$ cat src/rtl/mpc_rd_mux_pkt.sv
// mpc_rd_mux_pkt: packet-aware N:1 read-data mux for one multiport-cache output port.
// A select request locks onto one source port. It only changes between packets;
// a request that arrives mid-packet is held in a one-deep pending register.
// Forwarded beats are registered with a latency of one cycle.
// Ports:
//   i_clk, i_rst_n           clock, async active-low reset
//   i_en                     block enable; 0 flushes every register to its reset value
//   i_sel, i_sel_vld         requested source port and its 1-cycle strobe
//   i_rd_sop/eop/vld/data    per-port read beats; port p data at [p*DATA_W +: DATA_W]
//   o_rd_sop/eop/vld/data    registered output beat
//   o_sel, o_busy            locked port, and 1 while armed or transferring
//   o_timeout, o_proto_err   1-cycle pulses: arm expired / protocol violation on locked port
module mpc_rd_mux_pkt #(
    parameter int unsigned N_PORTS = 16,
    parameter int unsigned DATA_W  = 32,
    parameter int unsigned TIMEOUT = 1024,
    parameter int unsigned SEL_W   = $clog2(N_PORTS)
) (
    input  logic                        i_clk,
    input  logic                        i_rst_n,
    input  logic                        i_en,
    input  logic [SEL_W-1:0]            i_sel,
    input  logic                        i_sel_vld,
    input  logic [N_PORTS-1:0]          i_rd_sop,
    input  logic [N_PORTS-1:0]          i_rd_eop,
    input  logic [N_PORTS-1:0]          i_rd_vld,
    input  logic [N_PORTS*DATA_W-1:0]   i_rd_data,
    output logic                        o_rd_sop,
    output logic                        o_rd_eop,
    output logic                        o_rd_vld,
    output logic [DATA_W-1:0]           o_rd_data,
    output logic [SEL_W-1:0]            o_sel,
    output logic                        o_busy,
    output logic                        o_timeout,
    output logic                        o_proto_err
);

    localparam int unsigned      TMR_W    = $clog2(TIMEOUT);
    localparam logic [TMR_W-1:0] TMR_LAST = TMR_W'(TIMEOUT - 1);

    typedef enum logic [1:0] {
        ST_IDLE  = 2'd0,
        ST_ARMED = 2'd1,
        ST_XFER  = 2'd2
    } state_t;

    state_t             r_state;
    logic [SEL_W-1:0]   r_sel;
    logic [SEL_W-1:0]   r_pend;
    logic               r_pend_vld;
    logic [TMR_W-1:0]   r_timer;
    logic               r_busy;

    state_t             w_state_nxt;
    logic [SEL_W-1:0]   w_sel_nxt;
    logic [SEL_W-1:0]   w_pend_nxt;
    logic               w_pend_vld_nxt;
    logic [TMR_W-1:0]   w_timer_nxt;
    logic               w_fwd;
    logic               w_fwd_sop;
    logic               w_fwd_eop;
    logic               w_perr;
    logic               w_tmo;
    logic               w_close;

    logic [DATA_W-1:0]  w_port_data [N_PORTS];
    logic               w_beat_vld;
    logic               w_beat_sop;
    logic               w_beat_eop;
    logic [DATA_W-1:0]  w_beat_data;

    // Unpack the flat data bus so the locked port can be picked by index.
    always_comb begin
        for (int p = 0; p < N_PORTS; p++) begin
            w_port_data[p] = i_rd_data[p*DATA_W +: DATA_W];
        end
    end

    // Only the locked port is observed; all others are ignored.
    assign w_beat_vld  = i_rd_vld[r_sel];
    assign w_beat_sop  = i_rd_sop[r_sel];
    assign w_beat_eop  = i_rd_eop[r_sel];
    assign w_beat_data = w_port_data[r_sel];

    // Next-state and beat-forwarding decisions.
    always_comb begin
        w_state_nxt    = r_state;
        w_sel_nxt      = r_sel;
        w_pend_nxt     = r_pend;
        w_pend_vld_nxt = r_pend_vld;
        w_timer_nxt    = r_timer;
        w_fwd          = 1'b0;
        w_fwd_sop      = 1'b0;
        w_fwd_eop      = 1'b0;
        w_perr         = 1'b0;
        w_tmo          = 1'b0;
        w_close        = 1'b0;

        case (r_state)
            ST_IDLE: begin
                if (i_sel_vld) begin
                    w_sel_nxt   = i_sel;
                    w_timer_nxt = '0;
                    w_state_nxt = ST_ARMED;
                end
            end
            ST_ARMED: begin
                if (w_beat_vld && w_beat_sop) begin
                    w_fwd     = 1'b1;
                    w_fwd_sop = 1'b1;
                    w_fwd_eop = w_beat_eop;
                    if (w_beat_eop) begin
                        w_close = 1'b1;
                    end else begin
                        w_state_nxt = ST_XFER;
                        // The packet has started: a new select must wait for its end.
                        if (i_sel_vld) begin
                            w_pend_nxt     = i_sel;
                            w_pend_vld_nxt = 1'b1;
                        end
                    end
                end else begin
                    if (w_beat_vld) begin
                        w_perr = 1'b1;
                    end
                    if (i_sel_vld) begin
                        w_sel_nxt   = i_sel;
                        w_timer_nxt = '0;
                    end else if (r_timer == TMR_LAST) begin
                        w_tmo       = 1'b1;
                        w_timer_nxt = '0;
                        w_state_nxt = ST_IDLE;
                    end else if (r_timer != '1) begin
                        w_timer_nxt = r_timer + 1'b1;
                    end
                end
            end
            ST_XFER: begin
                if (w_beat_vld) begin
                    w_fwd     = 1'b1;
                    w_fwd_eop = w_beat_eop;
                    // A repeated sop mid-packet is passed on as a plain beat.
                    if (w_beat_sop) begin
                        w_perr = 1'b1;
                    end
                    if (w_beat_eop) begin
                        w_close = 1'b1;
                    end
                end
                if (!w_close && i_sel_vld) begin
                    w_pend_nxt     = i_sel;
                    w_pend_vld_nxt = 1'b1;
                end
            end
            default: begin
                w_state_nxt = ST_IDLE;
            end
        endcase

        // End of packet: a select arriving with the closing beat wins over an older pending one.
        if (w_close) begin
            w_pend_vld_nxt = 1'b0;
            w_timer_nxt    = '0;
            if (i_sel_vld) begin
                w_sel_nxt   = i_sel;
                w_state_nxt = ST_ARMED;
            end else if (r_pend_vld) begin
                w_sel_nxt   = r_pend;
                w_state_nxt = ST_ARMED;
            end else begin
                w_state_nxt = ST_IDLE;
            end
        end
    end

    // State and output registers; i_en low reloads the reset values.
    always_ff @(posedge i_clk or negedge i_rst_n) begin
        if (!i_rst_n) begin
            r_state     <= ST_IDLE;
            r_sel       <= '0;
            r_pend      <= '0;
            r_pend_vld  <= 1'b0;
            r_timer     <= '0;
            r_busy      <= 1'b0;
            o_rd_sop    <= 1'b0;
            o_rd_eop    <= 1'b0;
            o_rd_vld    <= 1'b0;
            o_rd_data   <= '0;
            o_timeout   <= 1'b0;
            o_proto_err <= 1'b0;
        end else if (!i_en) begin
            r_state     <= ST_IDLE;
            r_sel       <= '0;
            r_pend      <= '0;
            r_pend_vld  <= 1'b0;
            r_timer     <= '0;
            r_busy      <= 1'b0;
            o_rd_sop    <= 1'b0;
            o_rd_eop    <= 1'b0;
            o_rd_vld    <= 1'b0;
            o_rd_data   <= '0;
            o_timeout   <= 1'b0;
            o_proto_err <= 1'b0;
        end else begin
            r_state     <= w_state_nxt;
            r_sel       <= w_sel_nxt;
            r_pend      <= w_pend_nxt;
            r_pend_vld  <= w_pend_vld_nxt;
            r_timer     <= w_timer_nxt;
            r_busy      <= (w_state_nxt != ST_IDLE);
            o_rd_sop    <= w_fwd_sop;
            o_rd_eop    <= w_fwd_eop;
            o_rd_vld    <= w_fwd;
            o_timeout   <= w_tmo;
            o_proto_err <= w_perr;
            if (w_fwd) begin
                o_rd_data <= w_beat_data;
            end
        end
    end

    assign o_sel  = r_sel;
    assign o_busy = r_busy;

endmodule
$ cat config.mk
export PLATFORM = sky130hd
export DESIGN_NAME = mpc_rd_mux_pkt
export DESIGN_NICKNAME = d
export VERILOG_FILES = /design/src/rtl/mpc_rd_mux_pkt.sv
export SDC_FILE = /design/constraint.sdc
export NUM_CORES = 1
export LEC_CHECK = 0
export CORE_AREA = 2 2 237 239
export CTS_CLUSTER_DIAMETER = 60
export DETAILED_ROUTE_END_ITERATION = 7
export DIE_AREA = 0 0 239 241
export PLACE_DENSITY = 0.39
export SLEW_MARGIN = 10
export SYNTH_ARGS = -nofsm -noshare
export SYNTH_HDL_FRONTEND = slang
export SYNTH_SLANG_ARGS = --single-unit
$ cat constraint.sdc
create_clock -name i_clk -period 5.1 [get_ports i_clk]
set_input_delay 0.765 -clock i_clk [delete_from_list [all_inputs] [get_ports i_clk]]
set_output_delay 0.765 -clock i_clk [all_outputs]
set_load 0.01 [all_outputs]
==> key figures <==
Floorplanning
  • Num rows: 86
  • Die extent in y: 241 µm
  • Die ar.: 57600 µm²
  • Initial core utilization: 13.1%
  • Core Area: 54900 µm²
  • Die W: 239 µm
  • I/O Pins: 610

Layout
  • Layout cells sized above 1: 18.6%
  • Area grow syn2layout: 99.3%
  • Final-layout fill cell count: 5793
  • Nets: 1693
  • Final core occ: 26.0%
  • Final Non-Filler Cells: 1830

Clocking
  • CTS tree: done
  • CTS resizes: 0
  • # H-tree levels: 3
  • # clock sinks: 59
  • Postcts setup bufs: 0
  • Hold buffers post-CTS: 0
  • Clock root buffer: clkbuf_16
  • Reg clk slew, reported paths: 0.07 ns
  • Num CTS Buffers: 9
  • Maximum clock path buffer count: 2
  • Worst skew pair latency: 0.34 ns

Critical path
  • Critical Path RT: 5.32 ns
  • Crit-path max FO: 35
  • Startpoint class of the critical path: flip-flop
  • WS Path Type: flip-flop to flip-flop
  • Crit path launch: o_sel[0]$_DFF_PN0_
  • Reg2Reg Launch Point: o_sel[0]$_DFF_PN0_
  • Crit end category: flip-flop
  • WP data arrival: 3.64 ns

Logic synthesis
  • Post-synthesis cell type count: 51
  • Post-synthesis async set-or-reset flop share: 100%
  • Top cell type's share of synthesized area: 52.8%
  • Synthesized Nets: 1121
  • EDFF count, synth: 0
  • Post-synthesis register bit count: 59
  • Syn Area/Cell: 13.1 µm²
  • YS warnings: 0
  • Main flop type after synthesis: dfrtp_1
  • Register area share after synthesis: 20.6%
  • Mapped cell area: 7170 µm²
  • Synth top area cells: mux4_2, dfrtp_1, nand2_1
  • Synth area leader: mux4_2
  • Post-Syn Instances: 546
  • Most frequent cell after synthesis: mux4_2
  • Commonest cells post-synth: mux4_2, nand2_1, dfrtp_1

Power and ir drop
  • Pint: 2.06 mW
  • Leakage: 4.80 nW
  • VDD IR-drop max: 0.000141 V
  • PD cells: 226 nW/µm²
  • Reg power frac: 19.1%
  • Sw Ratio: 36.1%
  • Clk pwr share: 20.4%
  • Psw: 1.17 mW
  • Comb pwr share: 60.4%

Routing
  • DRT iter0 DRCs: 366
  • Vias: 7537
  • DRC Markers: 0
  • WL final: 46.8 mm
  • DR vias/cell: 4.12
  • DR WL/cell: 25.6 µm
  • Drt pass-1 iters: 4
  • Final ANT Viol Nets: 0

Global route
  • Grt total ovfl: 0
  • Initial antenna violation count: 11
  • Number of global-route vias before repair: 8494
  • Pin count of the biggest net entering global routing: 74
  • Global Route Usage Sum: 15.8%
  • First-pass GRT wire length: 64.4 mm

STA
  • Final setup vio count: 0
  • Highest Clock Rate: 293 MHz
  • Hold Vio Cnt, Final: 0
  • Tmin final: 3.42 ns
  • Max-slew violation count: 0
  • Max_slew headroom: 26.6%
  • Setup TNS: 0 ns
  • RSZ-0062 raised after global routing: false
  • Final period util: 67.0%
  • Final Skew: 0.00726 ns
  • Slew @ Worst Pin: 1.10 ns

Placed design
  • Buffers on Ports: 609
  • Placed insts: 1811
  • RePlAce Congestion: 0.864
  • DP HPWL: 40.4 mm

Worst hold path
  • Worst hold path type: primary input to asynchronous set/reset pin

Run status
  • Status: finished, final reports clean

Run
  • Max-cap violations: 0
-- logic make-up after synthesis --
kind of cell,Yosys count,synth area share (%)
flip-flops,59,20.6
multiplexers,190,56.8
buffers and inverters,68,4.28
AO/OA/AOI/OAI,86,8.92
adder cells (fa/ha/maj),7,1.22
AND/OR/NAND/NOR,136,8.15
-- registers in the layout, indices dropped and copies added (netlist names) --
name	cells
o_rd_eop	1
o_timeout	1
r_pend	4
r_timer	10
o_busy	1
o_sel	4
o_rd_vld	1
o_rd_data	32
o_rd_sop	1
o_proto_err	1
r_state	2
r_pend_vld	1
-- path summary, 6_finish.rpt --
check | endpoint | slack [ns] | cells after the start
max in group asynchronous | o_sel[1]$_DFF_PN0_ | 3.96 | 1
min in group i_clk | r_timer[1]$_DFFE_PN0P_ | 0.51 | 2
max reg2reg | r_timer[0]$_DFFE_PN0P_ | 1.68 | 7
min reg2reg | r_timer[1]$_DFFE_PN0P_ | 0.51 | 2
max | r_timer[0]$_DFFE_PN0P_ | 1.68 | 7
min | o_rd_vld$_DFF_PN0_ | 0.49 | 1
-- routing by layer --
metal | GRT usage, % | share of wire [%]
met4 | 3.62 | 1.6
met2 | 27.8 | 52
met5 | 0 | 0.051
met3 | 3.49 | 5.7
met1 | 19.8 | 41
-- final cells by class --
class / instances / area, µm² / share of cell area (%)
Antenna cell: 3 / 7.51 / 0.0526
Clock buffer: 9 / 225 / 1.58
Clock inverter: 7 / 82.6 / 0.578
Inverter: 13 / 48.8 / 0.342
Multi-Input combinational cell: 419 / 5390 / 37.8
Sequential cell: 59 / 1490 / 10.4
Tap cell: 704 / 881 / 6.17
Timing Repair Buffer: 616 / 6150 / 43.1
-- cell usage in the layout, fill, tap and decap left out, types with 3 or more instances in the layout --
cell type | netlist | routed
dfrtp_1 | 59 | 55
mux2_2 | 3 | 3
mux2i_1 | 15 | 15
dfrtp_4 | 0 | 3
nor3_1 | 5 | 5
clkbuf_16 | 0 | 9
nor2b_1 | 4 | 4
a32oi_1 | 4 | 4
mux4_2 | 168 | 168
a22oi_1 | 5 | 5
o21ai_0 | 9 | 9
mux4_1 | 4 | 4
ha_1 | 7 | 7
clkdlybuf4s50_1 | 0 | 607
a21oi_1 | 7 | 7
diode_2 | 0 | 3
inv_6 | 0 | 4
nor2_1 | 22 | 21
o22ai_1 | 5 | 5
nand3_1 | 5 | 5
nand2_1 | 88 | 87
a21boi_0 | 32 | 32
inv_1 | 13 | 13
o31ai_1 | 3 | 3
buf_4 | 0 | 7
-- power by group through the flow --
stage                     combinational (mW)  clock (mW)  sequential [mW]
after global routing                    2.09       0.714            0.635
final                                   1.95       0.660            0.618
after CTS                               1.99       0.701            0.626
after detailed placement                1.99           0            0.638
after global placement                  1.99           0            0.635
after floorplan                         1.18           0            0.556
-- stage by stage --
step	hold slack [ns]	area, µm²	setup slack [ns]	power (mW)
after floorplan	0.463	7170	2.33	1.73
after global placement	0.503	14000	1.58	2.63
after detailed placement	0.502	14000	1.55	2.62
after CTS	0.517	14300	1.62	3.32
after global routing	0.548	14300	1.47	3.44
final	0.487	14300	1.68	3.23
-- critical path, stage by stage, from the launching register on --
cell and delay, ns:
dfrtp_4 0.88, mux4_1 0.70, mux4_2 0.56, and2_4 0.21, nand2_4 0.12, o211a_1 0.38
nor2_1 0.12, mux2_2 0.27
No activity file was read; power rests on OpenSTA's default activity.
